File: config.mk
export PLATFORM = sky130hd
export DESIGN_NAME = alu_share_arbiter_flat
export DESIGN_NICKNAME = d
export VERILOG_FILES = /design/src/rtl/alu_share_if.sv /design/src/rtl/alu_share_arbiter.sv /design/src/flat_wrapper.sv
export SDC_FILE = /design/constraint.sdc
export NUM_CORES = 1
export LEC_CHECK = 0
export CAP_MARGIN = 20
export CORE_MARGIN = 2
export CORE_UTILIZATION = 34
export DETAILED_ROUTE_END_ITERATION = 12
export PLACE_DENSITY = 0.78
export SLEW_MARGIN = 5
export SYNTH_ARGS = -nofsm -noshare
export SYNTH_HDL_FRONTEND = slang
export SYNTH_SLANG_ARGS = --single-unit
File: constraint.sdc
create_clock -name clk -period 1.5 [get_ports clk]
set_input_delay 0.3 -clock clk [delete_from_list [all_inputs] [get_ports clk]]
set_output_delay 0.3 -clock clk [all_outputs]
set_load 0.1 [all_outputs]
File: src/rtl/alu_share_if.sv
// Bundle between the two ALU requesters, the shared ALU and the response path.
// The arbiter takes the slave side; the pipeline/ALU environment takes the master side.
interface alu_share_if #(
    parameter int WIDTH = 32,
    parameter int OPW   = 3
);
    logic             req0_valid;
    logic [WIDTH-1:0] req0_a;
    logic [WIDTH-1:0] req0_b;
    logic [OPW-1:0]   req0_op;
    logic             req0_ready;
    logic             req1_valid;
    logic [WIDTH-1:0] req1_a;
    logic [WIDTH-1:0] req1_b;
    logic [OPW-1:0]   req1_op;
    logic             req1_ready;
    logic [WIDTH-1:0] alu_a;
    logic [WIDTH-1:0] alu_b;
    logic [OPW-1:0]   alu_op;
    logic [WIDTH-1:0] alu_out;
    logic [1:0]       rsp_valid;
    logic [WIDTH-1:0] rsp_data;
    logic             rsp_illegal;
    logic [1:0]       rsp_ready;
    logic             busy;

    modport slave (
        input  req0_valid, req0_a, req0_b, req0_op,
        input  req1_valid, req1_a, req1_b, req1_op,
        input  alu_out, rsp_ready,
        output req0_ready, req1_ready,
        output alu_a, alu_b, alu_op,
        output rsp_valid, rsp_data, rsp_illegal, busy
    );

    modport master (
        output req0_valid, req0_a, req0_b, req0_op,
        output req1_valid, req1_a, req1_b, req1_op,
        output alu_out, rsp_ready,
        input  req0_ready, req1_ready,
        input  alu_a, alu_b, alu_op,
        input  rsp_valid, rsp_data, rsp_illegal, busy
    );
endinterface

File: src/rtl/alu_share_arbiter.sv
// Round-robin arbiter sharing one combinational ALU between execute (req0)
// and the address/branch unit (req1); registered operands, held response.
module alu_share_arbiter #(
    parameter int WIDTH = 32,
    parameter int OPW   = 3
) (
    input logic        clk,
    input logic        rst,
    alu_share_if.slave bus
);
    typedef enum logic [1:0] {
        IDLE,
        EXEC,
        RESP
    } state_t;

    state_t           state_q, state_d;
    logic [WIDTH-1:0] alu_a_q, alu_a_d;
    logic [WIDTH-1:0] alu_b_q, alu_b_d;
    logic [OPW-1:0]   alu_op_q, alu_op_d;
    logic [1:0]       rsp_valid_q, rsp_valid_d;
    logic [WIDTH-1:0] rsp_data_q, rsp_data_d;
    logic             rsp_illegal_q, rsp_illegal_d;
    logic             last_grant_q, last_grant_d;
    logic             gnt;
    logic             ready0, ready1;

    always_comb begin
        state_d       = state_q;
        alu_a_d       = alu_a_q;
        alu_b_d       = alu_b_q;
        alu_op_d      = alu_op_q;
        rsp_valid_d   = rsp_valid_q;
        rsp_data_d    = rsp_data_q;
        rsp_illegal_d = rsp_illegal_q;
        last_grant_d  = last_grant_q;
        ready0        = 1'b0;
        ready1        = 1'b0;
        // On a tie the requester not served last time wins
        gnt = (bus.req0_valid && bus.req1_valid) ? ~last_grant_q
                                                 : bus.req1_valid;
        unique case (state_q)
            IDLE: begin
                if (bus.req0_valid || bus.req1_valid) begin
                    ready0       = ~gnt;
                    ready1       = gnt;
                    alu_a_d      = gnt ? bus.req1_a  : bus.req0_a;
                    alu_b_d      = gnt ? bus.req1_b  : bus.req0_b;
                    alu_op_d     = gnt ? bus.req1_op : bus.req0_op;
                    last_grant_d = gnt;
                    state_d      = EXEC;
                end
            end
            EXEC: begin
                rsp_data_d    = bus.alu_out;
                rsp_illegal_d = alu_op_q > OPW'(3);
                rsp_valid_d   = last_grant_q ? 2'b10 : 2'b01;
                state_d       = RESP;
            end
            RESP: begin
                if (bus.rsp_ready[last_grant_q]) begin
                    rsp_valid_d = 2'b00;
                    state_d     = IDLE;
                end
            end
            default: state_d = IDLE;
        endcase
    end

    always_ff @(posedge clk) begin
        if (rst) begin
            state_q       <= IDLE;
            alu_a_q       <= '0;
            alu_b_q       <= '0;
            alu_op_q      <= '0;
            rsp_valid_q   <= 2'b00;
            rsp_data_q    <= '0;
            rsp_illegal_q <= 1'b0;
            last_grant_q  <= 1'b1;
        end else begin
            state_q       <= state_d;
            alu_a_q       <= alu_a_d;
            alu_b_q       <= alu_b_d;
            alu_op_q      <= alu_op_d;
            rsp_valid_q   <= rsp_valid_d;
            rsp_data_q    <= rsp_data_d;
            rsp_illegal_q <= rsp_illegal_d;
            last_grant_q  <= last_grant_d;
        end
    end

    assign bus.req0_ready  = ready0 && !rst;
    assign bus.req1_ready  = ready1 && !rst;
    assign bus.alu_a       = alu_a_q;
    assign bus.alu_b       = alu_b_q;
    assign bus.alu_op      = alu_op_q;
    assign bus.rsp_valid   = rsp_valid_q;
    assign bus.rsp_data    = rsp_data_q;
    assign bus.rsp_illegal = rsp_illegal_q;
    assign bus.busy        = (state_q != IDLE);
endmodule

File: src/flat_wrapper.sv
// flat-port wrapper written by rule: the top's interface ports become plain ports
module alu_share_arbiter_flat 
#(
    parameter int WIDTH = 32,
    parameter int OPW   = 3
)
  (clk, rst, bus_req0_valid, bus_req0_a, bus_req0_b, bus_req0_op, bus_req1_valid, bus_req1_a, bus_req1_b, bus_req1_op, bus_alu_out, bus_rsp_ready, bus_req0_ready, bus_req1_ready, bus_alu_a, bus_alu_b, bus_alu_op, bus_rsp_valid, bus_rsp_data, bus_rsp_illegal, bus_busy);
  alu_share_if #(.WIDTH(WIDTH), .OPW(OPW)) bus_i ();
  input logic clk;
  input logic rst;
  input wire logic [$bits(bus_i.req0_valid)-1:0] bus_req0_valid;
  input wire logic [$bits(bus_i.req0_a)-1:0] bus_req0_a;
  input wire logic [$bits(bus_i.req0_b)-1:0] bus_req0_b;
  input wire logic [$bits(bus_i.req0_op)-1:0] bus_req0_op;
  input wire logic [$bits(bus_i.req1_valid)-1:0] bus_req1_valid;
  input wire logic [$bits(bus_i.req1_a)-1:0] bus_req1_a;
  input wire logic [$bits(bus_i.req1_b)-1:0] bus_req1_b;
  input wire logic [$bits(bus_i.req1_op)-1:0] bus_req1_op;
  input wire logic [$bits(bus_i.alu_out)-1:0] bus_alu_out;
  input wire logic [$bits(bus_i.rsp_ready)-1:0] bus_rsp_ready;
  output wire logic [$bits(bus_i.req0_ready)-1:0] bus_req0_ready;
  output wire logic [$bits(bus_i.req1_ready)-1:0] bus_req1_ready;
  output wire logic [$bits(bus_i.alu_a)-1:0] bus_alu_a;
  output wire logic [$bits(bus_i.alu_b)-1:0] bus_alu_b;
  output wire logic [$bits(bus_i.alu_op)-1:0] bus_alu_op;
  output wire logic [$bits(bus_i.rsp_valid)-1:0] bus_rsp_valid;
  output wire logic [$bits(bus_i.rsp_data)-1:0] bus_rsp_data;
  output wire logic [$bits(bus_i.rsp_illegal)-1:0] bus_rsp_illegal;
  output wire logic [$bits(bus_i.busy)-1:0] bus_busy;
  assign bus_i.req0_valid = bus_req0_valid;
  assign bus_i.req0_a = bus_req0_a;
  assign bus_i.req0_b = bus_req0_b;
  assign bus_i.req0_op = bus_req0_op;
  assign bus_i.req1_valid = bus_req1_valid;
  assign bus_i.req1_a = bus_req1_a;
  assign bus_i.req1_b = bus_req1_b;
  assign bus_i.req1_op = bus_req1_op;
  assign bus_i.alu_out = bus_alu_out;
  assign bus_i.rsp_ready = bus_rsp_ready;
  assign bus_req0_ready = bus_i.req0_ready;
  assign bus_req1_ready = bus_i.req1_ready;
  assign bus_alu_a = bus_i.alu_a;
  assign bus_alu_b = bus_i.alu_b;
  assign bus_alu_op = bus_i.alu_op;
  assign bus_rsp_valid = bus_i.rsp_valid;
  assign bus_rsp_data = bus_i.rsp_data;
  assign bus_rsp_illegal = bus_i.rsp_illegal;
  assign bus_busy = bus_i.busy;
  alu_share_arbiter #(.WIDTH(WIDTH), .OPW(OPW)) u_core (.clk(clk), .rst(rst), .bus(bus_i));
endmodule
# After elaboration in Yosys (flattened, before gate mapping)
# Index checks and enable logic that the tools add are counted.
# word_totals
mem_bits_ro,0
register_bits,105
output_inout_bits,105
mem_bits_rw,0
wordCells,42
input_bits,172
memories,0
latch_bits,0
# op_classes
magnitude_cmp,2
n_shift,0
bitwise,2
muxes,15
n_div,0
eq_ne,4
reduce_logical,11
add_sub_neg,0
n_mul,0
# op_table
cell,count
32-bit two-way mux,2
1-bit two-way mux,7
2-bit two-way mux,3
2-bit one-hot mux with 3 select lines,1
2-bit AND reduction,3
2-bit by 1-bit inequality test with 1-bit output (second input constant),2
2-bit one-hot mux with 2 select lines,1
2-bit nonzero test,2
3-bit by 2-bit > comparator with 1-bit output (second input constant),1
1-bit logical AND,3
3-bit two-way mux,1
2-bit by 1-bit equality test with 1-bit output (second input constant),1
2-bit equality test (second input constant),1
2-bit zero test,1
1-bit by 2-bit < comparator with 1-bit output (second input constant),1
1-bit NOT,2
1-bit zero test,1
1-bit logical OR,1

# Logic depth before layout (Yosys ltp)
# Gate-level depths: netlist of the first run.
# logic_depth
ltp_word,6
depth_mapped,7
depth_no_buf,4

# Worst setup path before layout of the first run
# No wires, ideal clock.
# synth_path
kind,reg-to-output
startpoint,reg u_core.state_q[0]
endpoint,out bus_req1_ready
arrival_ps,1783
stages_incl_launch_ff,5
setup_slack_ps,-583
required_ps,1200
cell_sequence,dfxtp_1 -> buf_2 -> nor3_2 -> clkbuf_1 -> and2_1
# synth_between
elab_chain_cells,3
# synth_rtl
item,line,rtl
"start, declared",alu_share_arbiter.sv:17,"state_t state_q, state_d;"
"start signal, assigned",alu_share_arbiter.sv:81,state_q <= state_d;
2-bit zero test,alu_share_arbiter.sv:42,unique case (state_q)
1-bit two-way mux,alu_share_arbiter.sv:42,
1-bit logical AND,alu_share_arbiter.sv:93,assign bus.req1_ready = ready1 && !rst;
"end, declared",flat_wrapper.sv:22,output wire logic [$bits(bus_i.req1_ready)-1:0] bus_req1_ready;
# No other way between the ends.

# Worst setup path after layout of the first run
# layout_path
startpoint,reg u_core.state_q[0]
endpoint,out bus_req0_ready
# layout_between
elab_chain_cells,3
# layout_rtl
item,line,rtl
2-bit zero test,alu_share_arbiter.sv:42,
1-bit two-way mux,alu_share_arbiter.sv:42,
1-bit logical AND,alu_share_arbiter.sv:92,assign bus.req0_ready = ready0 && !rst;
"end, declared",flat_wrapper.sv:21,output wire logic [$bits(bus_i.req0_ready)-1:0] bus_req0_ready;
# No other way between the ends.

==> results of run 1 <==
[cell usage after synthesis (2+ instances only)]
| cell | count | area share |
|---|---|---|
| dfxtp_1 | 105 | 0.47 |
| nand4_1 | 11 | 0.015 |
| nor2b_1 | 12 | 0.017 |
| buf_1 | 5 | 0.0042 |
| o21ai_0 | 27 | 0.030 |
| clkbuf_1 | 26 | 0.022 |
| a31oi_1 | 56 | 0.078 |
| buf_2 | 28 | 0.031 |
| nor2_1 | 5 | 0.0042 |
| nand2b_1 | 2 | 0.0028 |
| nand3_1 | 134 | 0.15 |
| nand2_1 | 66 | 0.055 |
| o21ai_1 | 41 | 0.046 |
| buf_4 | 5 | 0.0084 |
| a21oi_1 | 34 | 0.038 |
[stage by stage]
step | util | instance area [µm²] | setup WS (ps)
6_report | 0.705 | 8970 | -85.2
4_1_cts | 0.701 | 8910 | -115
5_1_grt | 0.705 | 8970 | -133
3_3_place_gp | 0.672 | 8550 | -316
3_5_place_dp | 0.672 | 8550 | -387
2_1_floorplan | - | 4490 | -89.2
[cell families (layout without fill, tap and decap cells)]
| logic type | Yosys count | in the layout | share of synthesized area |
|---|---|---|---|
| AND/OR/NAND/NOR | 238 | 238 | 0.258 |
| buffers and inverters | 66 | 326 | 0.0675 |
| AO/OA/AOI/OAI | 162 | 162 | 0.202 |
| flip-flops | 105 | 105 | 0.470 |
| multiplexers | 1 | 1 | 0.00224 |
[cell usage in the layout (no fill, tap or decap)]
cell type        instances
dlygate4sd2_1            2
nor3b_4                  1
inv_4                    1
nor3_4                   1
and2_4                   1
nor2_1                   4
nand3_1                134
a2111oi_0                1
a31oi_1                 56
dfxtp_4                  2
and3_4                   1
nor3_1                   1
a311o_1                  1
buf_8                    1
nand2b_1                 1
clkinv_2                 3
nand3b_1                 1
nand2b_4                 1
clkdlybuf4s50_1        168
dfxtp_2                  2
nor3b_1                  1
nor2b_2                  1
o21ai_1                 41
inv_6                    2
buf_4                   19
nand2_1                 66
inv_1                    1
dfxtp_1                101
mux2i_1                  1
buf_12                 114
a21oi_1                 34
buf_6                    3
clkbuf_16               10
nand4_1                 11
o21ai_0                 27
nor2b_1                 11
bufinv_16                2
nor2_4                   2
a2111oi_1                1
a21boi_4                 1
[worst paths after layout]
path,from,end,cells past startpoint
worst max register to register,u_core.state_q[0],u_core.bus.alu_a[15],6
worst max-delay path,u_core.state_q[0],bus_req0_ready,3
worst min-delay path,u_core.bus.rsp_data[9],u_core.bus.rsp_data[9],2
worst min register to register,u_core.bus.rsp_data[9],u_core.bus.rsp_data[9],2
[flip-flops by register name, indices dropped and copies added (netlist names)]
| name | count |
|---|---|
| u_core.bus.alu_op | 3 |
| u_core.state_q | 2 |
| u_core.bus.rsp_valid | 2 |
| u_core.bus.alu_b | 32 |
| u_core.bus.alu_a | 32 |
| u_core.bus.rsp_data | 32 |
| u_core.last_grant_q | 1 |
| u_core.bus.rsp_illegal | 1 |
[power by group through the flow]
stage	Combinational (mW)	Sequential (mW)	Clock [mW]
6_report	4.41	3.32	2.51
5_1_grt	4.57	3.34	2.67
4_1_cts	4.37	3.32	2.58
3_5_place_dp	4.34	3.38	0
3_3_place_gp	4.28	3.36	0
2_1_floorplan	0.823	4.95	0
[metal layers]
layer | vias to the layer above | track usage
met1 | 2517 | 0.298
met4 | 2 | 0.118
met2 | 331 | 0.419
li1 | 2567 | -
met5 | - | 0
met3 | 57 | 0.0719
[layout make-up]
| class | instances | share of cell area |
|---|---|---|
| well taps | 172 | 0.0240 |
| repair buffers | 308 | 0.468 |
| flip-flops and latches | 105 | 0.235 |
| clock buffers | 9 | 0.0251 |
| clock inverters | 7 | 0.0103 |
| inverters | 2 | 0.00112 |
| multi-input cells | 401 | 0.236 |
[critical path: cells and delay by family (launching register included)]
| kind | cells | cell delay, ps |
|---|---|---|
| buf+inv | 1 | 170 |
| flops | 1 | 360 |
| simple gates | 2 | 410 |
[timing repair]
action	in CTS	in global routing
gates cloned	0	1
hold buffers	0	0
gates resized for setup	11	3
pin swaps	3	1
endpoints found under the setup margin	12	15
buffers inserted	3	1
==> impl_metrics.ini, run 1 <==
[synthesis]
ys_seq_area_frac = 0.470
synth_enable_flop_cells = 0
ys_seq_elements = 105
synth-warning-count = 0
synth_area_mm2 = 0.00447
syn-instance-count = 572
synth_top_flop_cell = dfxtp_1
synth_fp_nets = 744
unique_masters_post_synth = 30
avgSynthCellArea_um2 = 7.81
asyncSetResetFlopFracSynth = 0

[run_status]
violations = negative setup slack
outcome = finished with violations

[placement]
placed_cells = 983
dp_hpwl_um = 13400
gp_congestion = 0.851
io_buffers = 276

[routing]
met2_length_um = 8940
number_of_vias_per_cell = 5.45
maxUsedRoutingLayer = met5
detail_route.wirelength_um = 18200
detail_route.iter0.violations = 385
wirelength_met1_um = 6920
wl_met3_um = 1610
drt-pass1-iter-count = 8
wire_per_inst_um = 18.1
num_vias = 5474
route.detailed.drc = 0
antenna_violating_nets_post_route = 0

[timing]
report.final.setup_viol = 3
holdWs_ps = 497
totalNegativeSetupSlack_ps = -177
post-route-period-util = 1.06
finalMaxSlewViolations = 0
max_slew.worst_pin.slew_ps = 495
grt_setup_unrepaired = yes
max-slew-margin-rel = 0.670
worst_clock_skew_ps = 6.78
timing.final.hold_violations = 0
period_minus_slack_ps = 1590
achievable-frequency_mhz = 631
final_critical_path_setup_slack_ps = -85.2

[worst_hold_path]
timing.hold.worst.class = flop to flop

[final_layout]
layout-area-overhead-vs-synth_pct = 101
sequential_cell_area_mm2 = 0.00211
layout.filler_cells = 966
multi_input_comb_area_mm2 = 0.00212
diodes = 0
proportion_of_layout_cells_with_a_drive_suffix_above_1 = 0.202
layout.cells.non_filler = 1004
fin_nets = 999

[power_and_ir_drop]
total_power_mw = 10.2
cellLeakagePower_nw = 3.31
power.share.switching = 0.391
power.density_cell_area_mw_per_mm2 = 1140
pwr-share-seq = 0.324
net-switching-power_mw = 4.01
ir_worst_vdd_v = 0.000670
power_frac_comb = 0.431
clkPwrFrac = 0.245
cellInternalPower_mw = 6.23

[die]
ios = 277
die_height_um = 119
die-area_mm2 = 0.0141
starting_utilization_of_the_core_area = 0.351
floorplan.rows = 41
core_area_mm2 = 0.0127
fp.dieW_um = 119

[clock_network]
worstSkewPairLatency_ps = 340
inserted_clock_buffers = 9
number_of_clock_sinks = 105
tritoncts = built
h-tree-depth = 3
clock_tree.root_cell = clkbuf_16
max-clock-path-buffers = 2
clk_pin_slew_ps = 70

[setup_path]
crit_slowest_cell = dfxtp_4
timing.reg2reg.setup_slack_ps = 80
crit_chain = nor3_4 -> and3_4 -> buf_12
worstPathRequired_ps = 1200
critPathKind = flop to output port
cp_max_fo = 3
startpoint_type = flop
cp-end-kind = output port
critPathArrivalTime_ps = 1290
worst_path_largest_cell_delay_ps = 360

[grt]
globalRouteTotalUtil = 0.252
grt_first_pass_wirelength_um = 28700
grt_overflow_total = 0
first_global_vias = 5462
antenna_found_initial = 1
grt_start_max_net_pins = 106

[job]
max-cap-violations = 0
Note: power is estimated with default switching activity, not from simulation.
==> inputs of run 2 (changes only) <==
--- a/config.mk
+++ b/config.mk
@@ -6,6 +6,7 @@
 export NUM_CORES = 1
 export LEC_CHECK = 0
 export CAP_MARGIN = 20
+export CORE_ASPECT_RATIO = 1.1
 export CORE_MARGIN = 2
 export CORE_UTILIZATION = 34
 export DETAILED_ROUTE_END_ITERATION = 12
==> impl_metrics.ini, run 2 (synthesis gave the netlist of run 1 again) <==
[placement]
placed_cells = 966
io_buffers = 276
dp_hpwl_um = 12500
gp_congestion = 0.813
preCtsSetupSlack_ps = -311
dpl-instance-area_mm2 = 0.00852

[routing]
wirelength_met1_um = 6590
number_of_vias_per_cell = 5.59
drt-pass1-iter-count = 5
detail_route.wirelength_um = 18000
wire_per_inst_um = 18.1
antenna_violating_nets_post_route = 0
num_vias = 5538
detail_route.iter0.violations = 494
route.detailed.drc = 0
met2_length_um = 8950
wl_met3_um = 1670
maxUsedRoutingLayer = met4

[timing]
report.final.setup_viol = 2
timing.final.hold_violations = 0
achievable-frequency_mhz = 616
max-slew-margin-rel = 0.667
period_minus_slack_ps = 1620
grt_setup_unrepaired = yes
max_slew.worst_pin.slew_ps = 500
finalMaxSlewViolations = 0
post-route-period-util = 1.08
final_critical_path_setup_slack_ps = -125
worst_clock_skew_ps = 13.6

[grt]
first_global_vias = 5478
antenna_found_initial = 0
grt_first_pass_wirelength_um = 27700
globalRouteTotalUtil = 0.242
grt_overflow_total = 0
grt_start_max_net_pins = 106

[setup_path]
crit_slowest_cell = dfxtp_4
worst-r2r-cell-count = 7
crit_chain = nor3_4 -> and3_4 -> buf_12
worstReg2RegEnd = u_core.bus.alu_a[9]
crit_cells = 3
timing.reg2reg.setup_slack_ps = 50
critPathArrivalTime_ps = 1320
startpoint_type = flop
worst_path_largest_cell_delay_ps = 360
worstSetupStartpoint = u_core.state_q[0]
critPathKind = flop to output port
family_with_the_most_delay_on_the_worst_path = simple AND/OR/NAND/NOR gates
worst_r2r_src = u_core.state_q[0]
cp-end-kind = output port
cp_max_fo = 3
worst-path-buf-inv = 1
worstPathRequired_ps = 1200

[final_layout]
proportion_of_layout_cells_with_a_drive_suffix_above_1 = 0.208
fin_nets = 1000
final_design_area_no_fill_mm2 = 0.00897
layout-area-overhead-vs-synth_pct = 101
layout.cells.non_filler = 990
diodes = 0
layout.filler_cells = 875
finish.utilization = 0.707
layout.cells.most_common_list = 168 x clkdlybuf4s50_1, 134 x nand3_1, 113 x buf_12
final_common_cell = clkdlybuf4s50_1

[worst_hold_path]
timing.hold.worst.class = flop to flop
hold_start = u_core.bus.rsp_data[17]
worst_hold_path.endpoint = u_core.bus.rsp_data[17]
worstHoldPathCells = 2

[die]
die_height_um = 124
fp.dieW_um = 113
die-area_mm2 = 0.0141
core_area_mm2 = 0.0127
starting_utilization_of_the_core_area = 0.352
floorplan.rows = 43
ios = 277

[power_and_ir_drop]
power.density_cell_area_mw_per_mm2 = 1140
cellLeakagePower_nw = 3.31
ir_worst_vdd_v = 0.000617

[clock_network]
clk_pin_slew_ps = 70
max-clock-path-buffers = 2
h-tree-depth = 3
worstSkewPairLatency_ps = 350
number_of_clock_sinks = 105
clock_tree.root_cell = clkbuf_16
tritoncts = built
inserted_clock_buffers = 9

[run_status]
violations = negative setup slack
outcome = finished with violations

[job]
max-cap-violations = 0
## run 2: changes by cell type in the layout (fill, tap and decap cells not counted), moves of 2 or more
cell | previous run | this run
o21ai_2 | 0 | 2
inv_6 | 2 | 5
o21ai_1 | 41 | 44
clkinv_2 | 3 | 0
o21ai_0 | 27 | 22
## run 2: cell type report
| class | instances | area (µm²) | area share |
|---|---|---|---|
| repair buffers | 309 | 4210 | 0.469 |
| multi-input cells | 401 | 2140 | 0.238 |
| flip-flops and latches | 105 | 2110 | 0.235 |
| clock buffers | 9 | 225 | 0.0251 |
| well taps | 157 | 196 | 0.0219 |
| clock inverters | 7 | 83.8 | 0.00934 |
| inverters | 2 | 12.5 | 0.00139 |
## run 2: metal layers
| metal | vias up | global-route usage |
|---|---|---|
| met5 | - | 0 |
| met4 | 0 | 0.115 |
| met3 | 59 | 0.0707 |
| met2 | 350 | 0.419 |
| met1 | 2564 | 0.270 |
| li1 | 2565 | - |
## run 2: worst max-delay path by stage
stage,to
2_1_floorplan,bus_req1_ready
3_3_place_gp,u_core.bus.alu_b[21]
3_5_place_dp,u_core.bus.alu_b[5]
4_1_cts,bus_req0_ready
5_1_grt,bus_req0_ready
6_report,bus_req0_ready
## run 2: worst register-to-register path: cells and delay by family (launching register included)
kind	cells	cell delay (ps)
compound gates	2	290
buf+inv	4	550
flops	1	360
simple gates	1	130
## run 2: power by group
group	switching, mW	internal (mW)	total [mW]	leakage (nW)
combinational	2.70	1.74	4.44	2.30
clock	1.15	1.33	2.49	0.149
sequential	0.273	3.04	3.31	0.864
total	4.13	6.11	10.2	3.31
## run 2: per-stage QoR
| stage | hold slack [ps] | TNS (ps) | total power [mW] |
|---|---|---|---|
| floorplan | 433 | -89.2 | 5.77 |
| global placement | 479 | -15250 | 7.63 |
| global route | 501 | -307 | 10.6 |
| detailed placement | 488 | -17650 | 7.70 |
| CTS | 498 | -202 | 10.2 |
| finish | 496 | -183 | 10.2 |
## run 2: timing repair
| action | in CTS | in global routing |
|---|---|---|
| endpoints found under the setup margin | 4 | 42 |
| resized for setup | 12 | 13 |
| pin swaps | 5 | 2 |
| cloned | 0 | 1 |
| buffers inserted | 7 | 0 |
| hold buffers | 0 | 0 |
==> inputs of run 3 (changes only) <==
--- a/config.mk
+++ b/config.mk
@@ -5,12 +5,13 @@
 export SDC_FILE = /design/constraint.sdc
 export NUM_CORES = 1
 export LEC_CHECK = 0
+export ABC_AREA = 1
 export CAP_MARGIN = 20
 export CORE_ASPECT_RATIO = 1.1
 export CORE_MARGIN = 2
 export CORE_UTILIZATION = 34
 export DETAILED_ROUTE_END_ITERATION = 12
-export PLACE_DENSITY = 0.78
+export PLACE_DENSITY = 0.77
 export SLEW_MARGIN = 5
 export SYNTH_ARGS = -nofsm -noshare
 export SYNTH_HDL_FRONTEND = slang
==> impl_metrics.ini, run 3 <==
[timing]
max-slew-margin-rel = 0.710
achievable-frequency_mhz = 606
timing.final.hold_violations = 0
post-route-period-util = 1.10
worst_clock_skew_ps = 9.70
totalNegativeSetupSlack_ps = -407
finalMaxSlewViolations = 0
max_slew.worst_pin.slew_ps = 435
grt_setup_unrepaired = yes
period_minus_slack_ps = 1650
final_critical_path_setup_slack_ps = -149
report.final.setup_viol = 3

[clock_network]
clk_pin_slew_ps = 80
inserted_clock_buffers = 9
worstSkewPairLatency_ps = 340
h-tree-depth = 3
max-clock-path-buffers = 2
clock_tree.root_cell = clkbuf_16
cts_hold_buffers = 0
tritoncts = built
number_of_clock_sinks = 105

[grt]
grt_start_max_net_pins = 52
globalRouteTotalUtil = 0.230
antenna_found_initial = 1
first_global_vias = 5216
grt_first_pass_wirelength_um = 26500
grt_overflow_total = 0

[routing]
antenna_violating_nets_post_route = 0
wire_per_inst_um = 15.2
number_of_vias_per_cell = 4.89
detail_route.wirelength_um = 16700
detail_route.iter0.violations = 339
drt-pass1-iter-count = 4
route.detailed.drc = 0
num_vias = 5375

[synthesis]
netlist_top_cells_area = dfxtp_1 46%, nand2_1 19%, nand3_1 9.8%
synth_fp_nets = 845
synth_area_mm2 = 0.00460
unique_masters_post_synth = 20
yosys.cell_count.top_type = nand2_1
synth_enable_flop_cells = 0
asyncSetResetFlopFracSynth = 0
synth-warning-count = 0
avgSynthCellArea_um2 = 6.83
synth_largest_area_cell = dfxtp_1
synth_top_area_share = 0.457
synth_top_flop_cell = dfxtp_1
synth_commonest_cells = 234 x nand2_1, 105 x dfxtp_1, 90 x nand3_1, 72 x nor2_1, 59 x a21oi_1
ys_seq_area_frac = 0.457
syn-instance-count = 673
ys_seq_elements = 105

[setup_path]
worst_path_largest_cell_delay_ps = 340
worst-path-buf-inv = 3
startpoint_type = flop
cp_max_fo = 2
crit_chain = nor2_4 -> inv_4 -> nor2_4 -> inv_2 -> nor2_4 -> buf_12
crit_slowest_cell = dfxtp_2
family_with_the_most_delay_on_the_worst_path = simple AND/OR/NAND/NOR gates
critPathArrivalTime_ps = 1350
worstPathRequired_ps = 1200
critPathKind = flop to output port
cp-end-kind = output port
worst_path_most_repeated_cell = nor2_4

[power_and_ir_drop]
cellLeakagePower_nw = 3.78
power.density_cell_area_mw_per_mm2 = 1190
ir_worst_vdd_v = 0.000694

[placement]
dp_hpwl_um = 12200
io_buffers = 276
preCtsSetupSlack_ps = -375
gp_congestion = 0.833

[die]
floorplan.rows = 44
core_area_mm2 = 0.0132
ios = 277
die_height_um = 126
die-area_mm2 = 0.0145
fp.dieW_um = 115
starting_utilization_of_the_core_area = 0.348

[final_layout]
finish.utilization = 0.686
layout.cells.most_common_list = 233 x nand2_1, 168 x clkdlybuf4s50_1, 110 x buf_12
proportion_of_layout_cells_with_a_drive_suffix_above_1 = 0.209
fin_nets = 1105
final_common_cell = nand2_1
layout-area-overhead-vs-synth_pct = 97.3

[run_status]
outcome = finished with violations
violations = negative setup slack

[job]
max-cap-violations = 0

[worst_hold_path]
timing.hold.worst.class = primary input to flop
## run 3: cell count changes in the layout (fill, tap and decap cells not counted), sizes merged, moves of 3 or more
cell   change
inv        +3
a21oi     +25
nand3     -44
nor2b     -12
nand2    +169
a31oi     -56
nor2      +68
buf        -3
o21ai     -34
## run 3: final cells by class
class / instances / area [µm²]
Sequential cell: 105 / 2110
Fill cell: 1067 / 4150
Clock buffer: 11 / 243
Clock inverter: 5 / 61.3
Timing Repair Buffer: 304 / 4080
Multi-Input combinational cell: 505 / 2340
Antenna cell: 1 / 2.50
Tap cell: 161 / 201
Inverter: 8 / 35.0
## run 3: layer usage
layer  share of wire  up-vias  wire length (µm)  global-route usage
met5               0        -                 0                   0
met4           0.019        0               326              0.0617
met3           0.092       25              1550              0.0837
met2            0.51      222              8570               0.412
met1            0.38     2427              6280               0.254
li1                -     2701                 -                   -
## run 3: worst paths after layout
check / startpoint / end / slack, ps / cells after the start
worst max register to register: u_core.state_q[1] / u_core.bus.alu_a[19] / 30 / 8
worst min-delay path: rst / u_core.last_grant_q / 380 / 3
worst max-delay path: u_core.state_q[1] / bus_req1_ready / -150 / 6
worst min register to register: u_core.bus.rsp_valid[1] / u_core.bus.rsp_valid[1] / 490 / 2
## run 3: timing repair
item,in CTS,in global routing
setup endpoints to repair,4,4
resized for setup,9,34
pin swaps,3,0
setup buffers,3,1
## run 3: worst reg2reg max path, stage by stage, from the launching register on
cell	delay [ps]
dfxtp_2	340
nor2_4	160
inv_4	60
buf_4	130
buf_6	120
nor2_4	140
buf_12	210
nand2_1	120
a21oi_2	130
## run 3: through the flow
stage	total power, mW	hold WS [ps]	instances	instance area [µm²]
6_report	10.7	378	1100	9070
2_1_floorplan	6.22	454	673	4630
3_3_place_gp	8.24	479	1079	8590
5_1_grt	11.2	409	1099	9060
4_1_cts	10.8	376	1098	8930
3_5_place_dp	8.29	485	1079	8590
## run 3: kinds of logic (layout without fill, tap and decap cells)
| logic type | after synthesis | count (layout) | share of synthesized area |
|---|---|---|---|
| compound gates | 94 | 94 | 0.104 |
| flops | 105 | 105 | 0.457 |
| other cells | 0 | 1 | 0 |
| simple gates | 411 | 411 | 0.369 |
| buf+inv | 63 | 328 | 0.0697 |
## run 3: where the power goes
group | leakage [nW] | internal (mW) | switching [mW]
clock | 0.151 | 1.36 | 1.09
combinational | 2.76 | 1.87 | 3.05
sequential | 0.865 | 3.08 | 0.302
total | 3.78 | 6.30 | 4.44
